[src/rtl/count_down_timer.sv]
// Single-digit countdown: launches on start, decrements on each synchronized
// Clk1Hz rising edge, drives an active-low 7-segment digit and a done flag.
module count_down_timer #(
    parameter int unsigned START_VALUE = 9
) (
    input  logic       Clk100M,
    input  logic       Reset,
    input  logic       Clk1Hz,
    input  logic       start,
    output logic       doneCounting,
    output logic [7:0] seg
);

    localparam int unsigned CNT_W = 4;
    localparam int unsigned SEG_W = 8;

    localparam logic [1:0] ST_IDLE  = 2'd0;
    localparam logic [1:0] ST_COUNT = 2'd1;
    localparam logic [1:0] ST_DONE  = 2'd2;

    localparam logic [SEG_W-1:0] SEG_BLANK = 8'hFF;
    localparam logic [SEG_W-1:0] SEG_ZERO  = 8'hC0;

    logic             s1_q, s1_d;
    logic             s2_q, s2_d;
    logic             p_q, p_d;
    logic             tick_c;
    logic [1:0]       state_q, state_d;
    logic [CNT_W-1:0] count_q, count_d;
    logic [SEG_W-1:0] seg_q, seg_d;
    logic             done_q, done_d;

    // Active-low {dp,g,f,e,d,c,b,a}; dp held off.
    function automatic logic [SEG_W-1:0] seg_decode(input logic [CNT_W-1:0] digit);
        logic [SEG_W-1:0] pattern;
        unique case (digit)
            4'd0:    pattern = 8'hC0;
            4'd1:    pattern = 8'hF9;
            4'd2:    pattern = 8'hA4;
            4'd3:    pattern = 8'hB0;
            4'd4:    pattern = 8'h99;
            4'd5:    pattern = 8'h92;
            4'd6:    pattern = 8'h82;
            4'd7:    pattern = 8'hF8;
            4'd8:    pattern = 8'h80;
            4'd9:    pattern = 8'h90;
            default: pattern = SEG_BLANK;
        endcase
        return pattern;
    endfunction

    // Synchronizer, edge detect, FSM and registered-output next values.
    always_comb begin
        s1_d    = Clk1Hz;
        s2_d    = s1_q;
        p_d     = s2_q;
        tick_c  = s2_q & ~p_q;
        state_d = state_q;
        count_d = count_q;
        seg_d   = SEG_BLANK;
        done_d  = 1'b0;

        unique case (state_q)
            ST_IDLE: begin
                if (start) begin
                    state_d = ST_COUNT;
                    count_d = CNT_W'(START_VALUE);
                end
            end
            ST_COUNT: begin
                if (tick_c) begin
                    if (count_q == '0) begin
                        state_d = ST_DONE;
                    end else begin
                        count_d = count_q - CNT_W'(1);
                    end
                end
            end
            ST_DONE: begin
                if (!start) begin
                    state_d = ST_IDLE;
                end
            end
            default: begin
                state_d = ST_IDLE;
                count_d = '0;
            end
        endcase

        unique case (state_d)
            ST_COUNT: seg_d = seg_decode(count_d);
            ST_DONE:  seg_d = SEG_ZERO;
            default:  seg_d = SEG_BLANK;
        endcase
        done_d = (state_d == ST_DONE);
    end

    always_ff @(posedge Clk100M) begin
        if (Reset) begin
            s1_q    <= 1'b0;
            s2_q    <= 1'b0;
            p_q     <= 1'b0;
            state_q <= ST_IDLE;
            count_q <= '0;
            seg_q   <= SEG_BLANK;
            done_q  <= 1'b0;
        end else begin
            s1_q    <= s1_d;
            s2_q    <= s2_d;
            p_q     <= p_d;
            state_q <= state_d;
            count_q <= count_d;
            seg_q   <= seg_d;
            done_q  <= done_d;
        end
    end

    assign seg          = seg_q;
    assign doneCounting = done_q;

endmodule

[config.mk]
export PLATFORM = sky130hd
export DESIGN_NAME = count_down_timer
export DESIGN_NICKNAME = d
export VERILOG_FILES = /design/src/rtl/count_down_timer.sv
export SDC_FILE = /design/constraint.sdc
export NUM_CORES = 1
export LEC_CHECK = 0
export ABC_CLOCK_PERIOD_IN_PS = 4000
export CAP_MARGIN = 0
export CELL_PAD_IN_SITES_DETAIL_PLACEMENT = 1
export CELL_PAD_IN_SITES_GLOBAL_PLACEMENT = 1
export CORE_AREA = 8 8 52 65
export DETAILED_ROUTE_END_ITERATION = 12
export DIE_AREA = 0 0 60 73
export PLACE_DENSITY_LB_ADDON = 0.1
export SLEW_MARGIN = 30
export SYNTH_ARGS = -nofsm -noshare
export SYNTH_HDL_FRONTEND = slang
export SYNTH_SLANG_ARGS = --single-unit
[constraint.sdc]
create_clock -name Clk100M -period 4 [get_ports Clk100M]
set_clock_uncertainty 0.1 [all_clocks]
set_input_delay 0.6 -clock Clk100M [delete_from_list [all_inputs] [get_ports Clk100M]]
set_output_delay 0.6 -clock Clk100M [all_outputs]
set_load 0.005 [all_outputs]
==> reports/results.ini <==
[outcome]
status=complete, no violations

[detailed_routing]
dr_wl_met3_um=35
wl_per_cell_um=14.1
highest_layer=met4
vias_per_cell=5.14
drt_drc_violations_left=0
routed_wl_mm=2.19
postRouteAntennaNets=0
route.met2.wl_mm=1.24
drtPass1Iterations=3
via_count=797
drt-initial-drc-count=26
met1_length_um=868

[floorplan]
fp-row-count=20
ios=13
core-area_mm2=0.00238
start_util_pct=41.7
die_area_mm2=0.00438
die_x_um=60
die_h_um=73

[clock_tree]
clkSinkCount=17
cts_setup_buffers=0
cts.clk_slew.worst_paths_ps=90
cts.repair.resized=0
clockBufferDepth=2
cts_tree=built
worstSkewPairLatency_ps=290
cts_root_buf=clkbuf_4
postCtsHoldBufs=0
htreeDepth=1
numCtsBuffers=3

[logic_synthesis]
netlist-cell-type-count=47
synth.largest_area_cell=dfxtp_1
synthCells=113
synth_area_um2=991
yosysSeqAreaShare_pct=34.3
syn_avg_cell_area_um2=8.77
synth_edf_count=0
ys_seq_elements=17
synthArstFlopShare_pct=0
synth_top_area_share_pct=34.3
synth_area_leaders=dfxtp_1 34%, ha_1 10%, nor2_1 3.8%
synth_fp_nets=125
synth_warnings=0
synth-main-ff-cell=dfxtp_1

[power]
leakagePower_nw=0.480
pwr-share-seq_pct=51.1
peakVddDrop_mv=0.190
p_sw_uw=104
p_sw_share_pct=28.0
power_density_mw_per_mm2=328
clkPwrFrac_pct=24.0
combPwrFrac_pct=24.9
intPower_uw=266

[worst_setup_path]
cp_max_fo=7
crit_arrival_ps=2790
r2r-start=count_q[0]
crit_type=in2reg
start_kind=input port
r2r_end=seg[6]
cp.required_ps=4080
reg2reg_depth=11
reg2reg_slack_ps=1400
cp-end-kind=register

[grt]
grt_pass1_vias=842
grt-ovfl-total=0
antenna_found_initial=0
grt_use_total_pct=11.5
grt_max_degree=13
grt_pass1_wl_mm=3.82

[run]
maxCapViolCount=0

[sta]
layout_min_cycle_time_ps=2700
slew-limit-headroom_pct=61.1
tightest_slew_ps=582
final-max-slew-violation-count=0
hold_violations=0
finalHoldWorstSlack_ps=347
rsz0062_at_grt=no
fin_crit_sh_pct=67.6
setup_viol=0
max_clock_freq_mhz=370
setup_tns_ps=0

[worst_hold_path]
holdPathEnd=p_d
min_from=s1_q
min_path_type=reg2reg
holdPathStages=1

[layout]
fillerInstances=302
drive_above_1_share_pct=9.84
antennaDiodeCount=0
multi_input_area_um2=586
area_delta_synth_final_pct=14.0
regArea_um2=340
fin_nets=135

[placement]
hpwl_mm=1.76
globalplace.congestion=0.786
io_buffers=11

[logic make-up after synthesis]
family	Yosys count	synth area share (%)
adders and majority gates	8	10.1
other	1	0.378
xor gates and xnor gates	1	0.884
muxes	2	2.15
buffers and inverters	13	6.56
AOI/OAI and AO/OA	23	17.0
and+or+nand+nor	48	28.5
DFF	17	34.3
[state kept, by name (all words and copies together), names as in the netlist]
name,flops
count_q,4
s1_q,1
doneCounting,1
p_d,1
seg,7
state_q,2
p_q,1
[per-layer routing]
layer  GRT usage (%)  up-vias
met4            5.59        0
met2            22.0        5
met3            1.59        5
li1                -      403
met5               0        -
met1            11.3      384
[worst max-delay path by stage]
stage	start	to	slack, ps	cells after the start
floorplan	count_q[1]	seg[6]	1760	11
global placement	start	seg[1]	1020	8
detailed placement	start	seg[1]	1000	8
CTS	start	seg[1]	1320	8
global route	count_q[1]	seg[6]	1090	11
finish	start	seg[1]	1300	8
[power groups by stage]
stage,clock [mW],sequential (mW),combinational (mW)
CTS,0.0940,0.189,0.0940
global route,0.101,0.191,0.103
global placement,0,0.193,0.0909
finish,0.0888,0.189,0.0922
floorplan,0,0.192,0.0624
detailed placement,0,0.193,0.0929
[layout make-up]
class	instances	area share (%)
multi-input cells	83	51.8
flip-flops and latches	17	30.1
repair buffers	11	9.75
well taps	33	3.65
clock buffers	4	2.33
inverters	7	2.33
[metrics by stage]
| step | cells | power [mW] | worst slack (ps) | util [%] | instance area [µm²] |
|---|---|---|---|---|---|
| global placement | 151 | 0.284 | 1020 | 46.4 | 1100 |
| finish | 155 | 0.370 | 1300 | 47.5 | 1130 |
| detailed placement | 151 | 0.286 | 1000 | 46.4 | 1100 |
| floorplan | 113 | 0.255 | 1760 | - | 991 |
| CTS | 155 | 0.377 | 1320 | 47.5 | 1130 |
| global route | 155 | 0.395 | 1090 | 47.5 | 1130 |
[synthesized netlist by cell type, types with 2 or more instances]
cell	number
a21o_1	3
a21oi_1	4
a31oi_1	3
and2b_1	2
clkbuf_1	3
dfxtp_1	17
ha_1	8
inv_1	6
nand2_1	7
nand2b_1	2
nand3_1	2
nand3b_1	4
nor2_1	10
nor2b_1	6
nor3_1	2
nor3b_1	2
o21bai_1	2
[worst max-delay path, cell delays in order]
cell             delay, ps
clkdlybuf4s50_1        490
nor2b_1                220
nor2_1                  80
a211oi_2               540
inv_2                  120
ha_1                   350
nand2_2                 60
a311o_1                330
[cell usage in the layout (no fill, tap or decap), drive strengths merged, types with 2 or more instances in the layout]
cell type,instances
inv,7
dfxtp,17
a211oi,2
nand3,2
nand3b,4
and2b,2
o21bai,3
nor3b,3
o21ai,3
nand2b,2
nor2,10
ha,8
clkbuf,4
a21oi,4
nand2,8
nor3,2
a31oi,3
nor2b,6
clkdlybuf4s50,11
a21o,3
Power figures use the tool's default switching activity.
